**src/rtl/shift_reg_n.sv**
```systemverilog
// shift_reg_n: mode-selectable shift register with parallel load and counted multi-shift FSM
module shift_reg_n #(
    parameter int WIDTH = 8,
    parameter int CNT_W = $clog2(WIDTH) + 1
) (
    input  logic             Clk,
    input  logic             Reset,
    input  logic [WIDTH-1:0] parallel_in,
    input  logic             serial_input,
    input  logic [1:0]       mode,
    input  logic             clear,
    input  logic             load,
    input  logic             shift_en,
    input  logic             start,
    input  logic [CNT_W-1:0] shift_count,
    output logic [WIDTH-1:0] parallel_out,
    output logic             serial_out,
    output logic             busy,
    output logic             done
);
    localparam logic [1:0] IDLE  = 2'd0;
    localparam logic [1:0] SHIFT = 2'd1;
    localparam logic [1:0] DONE  = 2'd2;

    logic [1:0]       state;
    logic [1:0]       lmode;
    logic [CNT_W-1:0] cnt;
    logic [1:0]       sm;
    logic [WIDTH-1:0] nxt;
    logic             bout;

    // One-position shift of the current contents; a multi-shift uses the mode latched at start
    always_comb begin
        sm   = (state == SHIFT) ? lmode : mode;
        nxt  = (sm == 2'b00) ? {serial_input, parallel_out[WIDTH-1:1]} :
               (sm == 2'b01) ? {parallel_out[WIDTH-1], parallel_out[WIDTH-1:1]} :
               (sm == 2'b10) ? {parallel_out[WIDTH-2:0], serial_input} :
                               {parallel_out[0], parallel_out[WIDTH-1:1]};
        bout = (sm == 2'b10) ? parallel_out[WIDTH-1] : parallel_out[0];
    end

    // Register contents and control FSM; clear aborts any multi-shift without a done pulse
    always_ff @(posedge Clk) begin
        if (Reset) begin
            parallel_out <= '0;
            serial_out   <= 1'b0;
            state        <= IDLE;
            cnt          <= '0;
            lmode        <= 2'b00;
        end else if (clear) begin
            parallel_out <= '0;
            serial_out   <= 1'b0;
            state        <= IDLE;
            cnt          <= '0;
        end else begin
            case (state)
                IDLE: begin
                    if (load) begin
                        parallel_out <= parallel_in;
                    end else if (start) begin
                        lmode <= mode;
                        cnt   <= shift_count;
                        state <= (shift_count == '0) ? DONE : SHIFT;
                    end else if (shift_en) begin
                        parallel_out <= nxt;
                        serial_out   <= bout;
                    end
                end
                SHIFT: begin
                    parallel_out <= nxt;
                    serial_out   <= bout;
                    cnt          <= cnt - CNT_W'(cnt != '0);
                    if (cnt <= CNT_W'(1)) state <= DONE;
                end
                default: state <= IDLE;
            endcase
        end
    end

    assign busy = (state != IDLE);
    assign done = (state == DONE);
endmodule

```
**config.mk**
```make
export PLATFORM = sky130hd
export DESIGN_NAME = shift_reg_n
export DESIGN_NICKNAME = d
export VERILOG_FILES = /design/src/rtl/shift_reg_n.sv
export SDC_FILE = /design/constraint.sdc
export NUM_CORES = 1
export LEC_CHECK = 0
export ABC_CLOCK_PERIOD_IN_PS = 2000
export CAP_MARGIN = 20
export CORE_MARGIN = 2
export CORE_UTILIZATION = 48
export CTS_CLUSTER_SIZE = 14
export DETAILED_ROUTE_END_ITERATION = 8
export GPL_ROUTABILITY_DRIVEN = 0
export GPL_TIMING_DRIVEN = 1
export PLACE_DENSITY_LB_ADDON = 0.05
export SLEW_MARGIN = 20
export SYNTH_ARGS = -nofsm -noshare
export SYNTH_HDL_FRONTEND = slang
export SYNTH_SLANG_ARGS = --single-unit
export TNS_END_PERCENT = 30
```
**constraint.sdc**
```tcl
create_clock -name Clk -period 2 [get_ports Clk]
set_input_delay 0.4 -clock Clk [delete_from_list [all_inputs] [get_ports Clk]]
set_output_delay 0.4 -clock Clk [all_outputs]
set_load 0.05 [all_outputs]
```
# Word-level counts from Yosys, hierarchy flattened
# Cells that the tools add are included.
# totals
regBits	17
# classes
add_sub_neg	1
n_bitwise	2
order_cmp	1
eq_ne	11
n_reduce_logical	12
mux	21
# op_table
op	n
$mux 8	6
$pmux 8 s2	1
$mux 2	5
$reduce_and 3->1	3
$mux 4	2
$ne 2x2->1 const B	4
$pmux 4 s2	1
$reduce_and 4->1	2
$ne 3x3->1 const B	2
$eq 2x1->1 const B	2
$eq 2x2->1 const B	2
$le 4x1->1 const B	1
$logic_not 2->1	2
$logic_not 4->1	1
$mux 1	4
$pmux 2 s2	1
$reduce_bool 2->1	2
$reduce_bool 4->1	1
$sub 4x1->4	1
$ne 2x1->1 const B	1
$not 1->1	2
$pmux 1 s2	1
$reduce_or 2->1	1

# Depth between registers and ports, before layout
# Gate-level depths: netlist (run 1).
# logic_depth
depth_word	10
ltp_mapped	7
mapped_depth_nobuf	7

# Least setup slack after synthesis (run 1)
# Ideal clock, no wire load.
# synth_path
path_type	flip-flop to output port
from	reg state[1]
to	out done
arrival_ps	1189
slack_ps	411
required_ps	1600
n_path_buf	1
path_stages_with_launch	3
cell_sequence	dfxtp_1 buf_2 nor2b_1
# synth_between
elab_chain_cells	1
# synth_lines
item	line	rtl
start, declared	25	logic [1:0] state;
start signal, assigned	63	state <= (shift_count == '0) ? DONE : SHIFT;
$eq 2x2->1	81	assign done = (state == DONE);
end, declared	19	output logic done
# Every way passes these cells.

# Worst setup path after layout (run 1)
# layout_path
from	reg parallel_out[6]
to	out parallel_out[6]
# layout_lines
item	line	rtl
start, declared	16	output logic [WIDTH-1:0] parallel_out,
start signal, assigned	59	parallel_out <= parallel_in;
start signal, assigned	65	parallel_out <= nxt;
start signal, assigned	70	parallel_out <= nxt;
# No word-level cell between the ends.

==> results of run 1 <==
power by group:
group / total [W] / internal [W] / switching [W]
Sequential: 0.000370 / 0.000353 / 0.0000177
Clock: 0.000193 / 0.0000777 / 0.000115
Combinational: 0.000249 / 0.000124 / 0.000125
synth_stat cells, types with 2 or more instances:
library cell	instances	share of area, %
mux2_2	12	11
buf_2	7	2.9
inv_1	9	2.8
a211o_1	2	1.5
mux2i_1	5	4.2
nor3_1	3	1.2
ha_1	2	2.1
a31oi_1	7	3.6
nor2b_1	4	2.1
nand2_1	10	3.1
a211oi_1	6	3.7
nor2_1	11	3.4
nand2b_1	5	2.6
clkbuf_1	3	0.93
or2_2	2	1.0
o21ai_0	15	6.2
nor3b_1	2	1.2
a21oi_1	13	5.4
dfxtp_1	17	28
worst register-to-register path: stages, from the launching register on:
cell and delay [ps]:
dfxtp_1 500, nor2b_1 540, buf_4 290, a21oi_1 70
o21ai_0 90, a31oi_1 100
sequential cells by signal, summed over array words and instances (netlist names):
name,cells
parallel_out,8
lmode,2
cnt,4
serial_out,1
state,2
metal layers:
| layer | track usage, % | share of wire, % | routed length, µm | vias up |
|---|---|---|---|---|
| li1 | - | - | - | 609 |
| met5 | 0 | 0 | 0 | - |
| met1 | 25.80 | 43 | 1312 | 572 |
| met3 | 5.833 | 5.4 | 167 | 4 |
| met4 | 5.417 | 0.85 | 26 | 0 |
| met2 | 45.12 | 51 | 1567 | 28 |
cells in the final DEF, fill, tap and decap left out, drive strengths merged, types with 4 or more instances in the layout:
cell,n
mux2i,5
a31oi,7
a21oi,14
clkdlybuf4s50,23
o21ai,16
nand2,10
dfxtp,17
inv,9
buf,12
a211oi,6
clkbuf,4
mux2,12
nor2,11
dlymetal6s2s,4
nor2b,4
nand2b,5
through the flow:
step	instances	TNS [ps]
CTS	212	0
detailed placement	208	-29.59
floorplan	150	0
global route	212	0
global placement	208	0
finish	212	0
area by class of cell:
class,count,share of cell area (%)
inverter,9,2.098
multi-input combinational,113,48.25
timing repair buffer,39,24.55
sequential,17,21.13
clock buffer,4,1.632
tap,30,2.331
worst max-delay path by stage:
| stage | end | cells after the start |
|---|---|---|
| 2_1_floorplan | done | 2 |
| 3_3_place_gp | parallel_out[3] | 5 |
| 3_5_place_dp | parallel_out[2] | 5 |
| 4_1_cts | parallel_out[2] | 1 |
| 5_1_grt | parallel_out[4] | 1 |
| 6_report | parallel_out[6] | 1 |
cell families (layout without fill, tap and decap cells):
family,Yosys count,count (layout)
AO/OA/AOI/OAI,51,51
buffers and inverters,20,52
multiplexers,18,18
adder cells (fa/ha/maj),2,2
AND/OR/NAND/NOR,41,41
flip-flops,17,17
XOR/XNOR,1,1
repair_timing:
| action | 4_1_cts | 5_1_grt |
|---|---|---|
| gates resized for setup | 0 | 4 |
| endpoints found under the setup margin | 0 | 4 |
| endpoints found under the hold margin | 0 | 0 |
==> run_results.csv, run 1 <==
group,metric,value,unit
power,vdd_drop_max,0.0005615,V
min_path,worstHoldStart,"cnt[0]",
final_layout,fin_util,66.20,%
logic_synthesis,yosys_warnings,0,
critical_path,startpoint_type,"flip-flop",
timing,period_share,96.81,%
final_layout,fillerInstances,213,
grt,grt_pass1_wl,4926,µm
timing,worstMarginPinSlew,580.5,ps
logic_synthesis,synth-compound-area-share,26.58,%
grt,grt_antenna_before_repair,0,
final_layout,area.sequential,340.3,µm²
routing,postRouteAntennaNets,0,
placement,port_buffers,31,
floorplanning,rows,18,
critical_path,crit_family,"buffers and inverters",
logic_synthesis,ys_seq_area_share,28.25,%
critical_path,crit_path_top_delay_cell,"clkdlybuf4s50_1",
grt,grtUsageTotal,23.60,%
logic_synthesis,synth_area,1205,µm²
timing,rsz0062_at_grt,"no",
routing,drc_errors,0,
critical_path,reg2reg_depth,5,
routing,wl_per_cell,14.50,µm
clock_network,worstSkewPairLatency,300,ps
logic_synthesis,synth_cells,150,
logic_synthesis,synth-adder-area-share,2.077,%
timing,worst_slack,63.84,ps
placement,placedInstanceArea,1574,µm²
floorplanning,die_w,54.10,µm
logic_synthesis,ys_seq_elements,17,
logic_synthesis,ys_types,34,
final_layout,nNetsFinal,206,
grt,grt_max_degree,15,
final_layout,syn2layout_area_growth,33.64,%
outcome,status,"finished clean",
min_path,hold_end,"cnt[0]",
logic_synthesis,synth_edf_count,0,
timing,setup_viol,0,
placement,dp_slack,-19.40,ps
logic_synthesis,synthMuxAreaShare,17.24,%
critical_path,crit_fanout,5,
final_layout,num_antenna_cells,0,
critical_path,r2r-end,"parallel_out[2]",
critical_path,crit_required,1600,ps
floorplanning,die_height,54.10,µm
final_layout,drive_above_1_share,19.23,%
routing,via_per_inst,5.722,
grt,grt_pass1_vias,1162,
power,p_leak,0.6874,nW
floorplanning,start_util,49.54,%
logic_synthesis,syn_nets,173,
critical_path,r2r_start,"state[0]",
logic_synthesis,avgSynthCellArea,8.033,µm²
critical_path,cp-end-kind,"output port",
routing,first_iter_violations,24,
critical_path,cp.arrival,1540,ps
min_path,holdPathStages,2,
critical_path,rrSetupSlack,300,ps
final_layout,multi_input_area,777.0,µm²
clock_network,cts_buffers,3,
logic_synthesis,async_flop_share,0,%
grt,overflow,0,
critical_path,critPathLaunch,"parallel_out[6]",
run,maxCapViolations,0,
critical_path,max_stage_delay,830,ps
clock_network,post_cts_buffers,0,
timing,min_period,1936,ps
clock_network,clock-root-buffer,"clkbuf_4",
timing,max-slew-margin-rel,61.22,%
clock_network,htreeDepth,1,
floorplanning,dieArea,2927,µm²
clock_network,clk_path_buf_depth,2,
timing,fmax,516.5,MHz
power,finalPower,0.0008128,W
clock_network,clock_sinks,17,
logic_synthesis,synth_top_family_by_area,"compound AO/OA/AOI/OAI gates",
timing,skew,11.14,ps
routing,via_count,1213,
clock_network,path_clk_slew,110,ps
routing,firstDrtPassIters,4,
timing,final_hold_viol_count,0,
timing,whs,464.4,ps
clock_network,cts.hold.buffers_added,0,
final_layout,fin_area,1610,µm²
placement,hpwl,2294,µm
min_path,hp-class,"flip-flop to flip-flop",
critical_path,worstSetupPathType,"flip-flop to output port",
critical_path,crit_chain,"clkdlybuf4s50_1",
routing,drt_wl_total,3073,µm
logic_synthesis,synth_xor_area_share,0.7269,%
logic_synthesis,ys.flop_type,"dfxtp_1",
critical_path,worst-path-buf-inv,1,
floorplanning,core_area,2432,µm²
floorplanning,num_io_pins,32,
clock_network,cts_tree,"yes",
logic_synthesis,yosys.area_share.simple,17.86,%
timing,slew_viol_final,0,
power,powerDensity,504.7,nW/µm²
Note: power is estimated with default switching activity, not from simulation.
==> inputs of run 2 (changes only) <==
CAP_MARGIN = not set   (was 20)
CORE_ASPECT_RATIO = 1.25   (was not set)
SLEW_MARGIN = 40   (was 20)
==> run 2 against run 1 <==
Register-to-register slack improved by 40 ps. Global-route usage decreased by 1.0 points. Flip-flop and latch count unchanged. Utilization increased by 0.46 points. Highest routed layer unchanged. Die area about the same. First-iteration DRC count decreased by 29%. Routed wire length decreased by 2.9%. Via count unchanged. Sequential power about the same. Critical path depth unchanged. Clock-buffer cell count unchanged. Clock skew decreased by 7.8 ps.
==> run_results.csv, run 2 (synthesized netlist as in run 1, its figures left out) <==
group,metric,value,unit
grt,grt_max_degree,20,
critical_path,r2r-end,"cnt[1]",
power,pwr-share-seq,45.9,%
final_layout,fin_area,1602,µm²
power,swShare,31.97,%
min_path,worstHoldStart,"cnt[0]",
clock_network,clock-root-buffer,"clkbuf_4",
power,powerDensity,505.9,nW/µm²
floorplanning,die_w,48.81,µm
power,p_comb_share,29.7,%
timing,worst_slack,162.4,ps
critical_path,worst-path-buf-inv,1,
clock_network,worstSkewPairLatency,300,ps
final_layout,layout_commonest_cell,"clkdlybuf4s50_1",
routing,postRouteAntennaNets,0,
critical_path,crit_fanout,2,
critical_path,cp.arrival,1440,ps
timing,min_period,1838,ps
critical_path,rrSetupSlack,340,ps
final_layout,nNetsFinal,206,
power,p_sw,0.0002590,W
floorplanning,die_height,60.02,µm
critical_path,cp-end-kind,"output port",
outcome,status,"finished clean",
clock_network,cts_tree,"yes",
timing,setup_viol,0,
placement,port_buffers,31,
critical_path,crit_family,"buffers and inverters",
clock_network,post_cts_buffers,0,
routing,via_per_inst,5.642,
floorplanning,rows,20,
final_layout,largest_reg_flops,8,
clock_network,path_clk_slew,110,ps
clock_network,cts_buffers,3,
critical_path,worstSetupPathType,"flip-flop to output port",
clock_network,htreeDepth,1,
run,maxCapViolations,0,
timing,fmax,544.2,MHz
clock_network,clock_sinks,17,
timing,rsz0062_at_grt,"no",
power,p_leak,0.7006,nW
final_layout,drive_above_1_share,19.78,%
floorplanning,num_io_pins,32,
critical_path,crit_chain,"clkdlybuf4s50_1",
placement,hpwl,2184,µm
timing,final_hold_viol_count,0,
clock_network,cts.hold.buffers_added,0,
timing,skew,3.321,ps
grt,grtUsageTotal,22.56,%
power,vdd_drop_max,0.0003843,V
grt,grt_pass1_wl,5133,µm
min_path,hold_end,"cnt[0]",
critical_path,reg2reg_depth,7,
routing,wl_per_cell,13.88,µm
critical_path,r2r_start,"cnt[2]",
placement,placedInstanceArea,1563,µm²
timing,max-slew-margin-rel,66.41,%
clock_network,clk_path_buf_depth,2,
placement,dp_slack,-27.16,ps
grt,grt_antenna_before_repair,0,
final_layout,multi_input_area,777.0,µm²
routing,drt_wl_total,2985,µm
floorplanning,core_area,2402,µm²
routing,drc_errors,0,
final_layout,layout_common_cells,"clkdlybuf4s50_1, dfxtp_1, o21ai_0",
final_layout,top_register,"parallel_out",
final_layout,area.sequential,340.3,µm²
floorplanning,dieArea,2929,µm²
min_path,hp-class,"flip-flop to flip-flop",
final_layout,fillerInstances,228,
critical_path,critPathLaunch,"serial_out",
routing,first_iter_violations,17,
critical_path,crit_required,1600,ps
min_path,holdPathStages,2,
grt,overflow,0,
timing,worstMarginPinSlew,503.0,ps
final_layout,reg_top3,"parallel_out (8), cnt (4)",
floorplanning,start_util,50.16,%
routing,via_count,1213,
power,intPower,0.0005512,W
critical_path,max_stage_delay,800,ps
critical_path,startpoint_type,"flip-flop",
timing,slew_viol_final,0,
critical_path,crit_path_top_delay_cell,"clkdlybuf4s50_1",
final_layout,syn2layout_area_growth,32.92,%
timing,period_share,91.88,%
power,clkPwrFrac,24.4,%
routing,firstDrtPassIters,4,
clock_network,cts_resized,0,
grt,grt_pass1_vias,1133,
final_layout,num_antenna_cells,0,
==> run 2: layer usage <==
layer  up-vias  wire [µm]  share of wire, %  global-route usage (%)
met1       587       1262                42                   26.12
met2        18       1594                53                   43.25
li1        603          -                 -                       -
met5         -          0                 0                       0
met3         5         83               2.8                   2.000
met4         0         45               1.5                   8.571
==> run 2: stage by stage <==
| stage | instances | power [W] | util, % | hold WS (ps) | setup TNS, ps |
|---|---|---|---|---|---|
| 3_5_place_dp | 211 | 0.0006213 | 65.05 | 447.1 | -75.26 |
| 6_report | 215 | 0.0008102 | 66.67 | 461.8 | 0 |
| 2_1_floorplan | 150 | 0.0005237 | - | 431.9 | 0 |
| 3_3_place_gp | 211 | 0.0006166 | 65.05 | 440.6 | 0 |
| 4_1_cts | 215 | 0.0008161 | 66.15 | 461.8 | 0 |
| 5_1_grt | 215 | 0.0008514 | 66.67 | 486.5 | 0 |
==> run 2: worst max path at each step <==
stage	end	slack (ps)	cells after the start
detailed placement	parallel_out[2]	-30	5
floorplan	done	410	2
global route	serial_out	120	1
global placement	parallel_out[4]	40	5
CTS	parallel_out[3]	20	1
finish	serial_out	160	1
==> run 2: cell type report <==
class	instances	share of cell area [%]
Multi-Input combinational cell	113	48.52
Inverter	9	2.109
Clock buffer	4	1.641
Sequential cell	17	21.25
Timing Repair Buffer	39	23.91
Tap cell	33	2.578
==> run 2: power groups by stage <==
stage | Sequential (W) | Clock [W] | Combinational, W
floorplan | 0.000405 | 0 | 0.000119
global placement | 0.000379 | 0 | 0.000237
detailed placement | 0.000380 | 0 | 0.000242
CTS | 0.000372 | 0.000201 | 0.000243
global route | 0.000375 | 0.000213 | 0.000263
finish | 0.000372 | 0.000197 | 0.000241
==> inputs of run 3 (changes only) <==
CTS_CLUSTER_SIZE = 40   (was 14)
==> results of run 3 <==
Same layout as run 2: the final DEF is identical, and so are final timing and power.
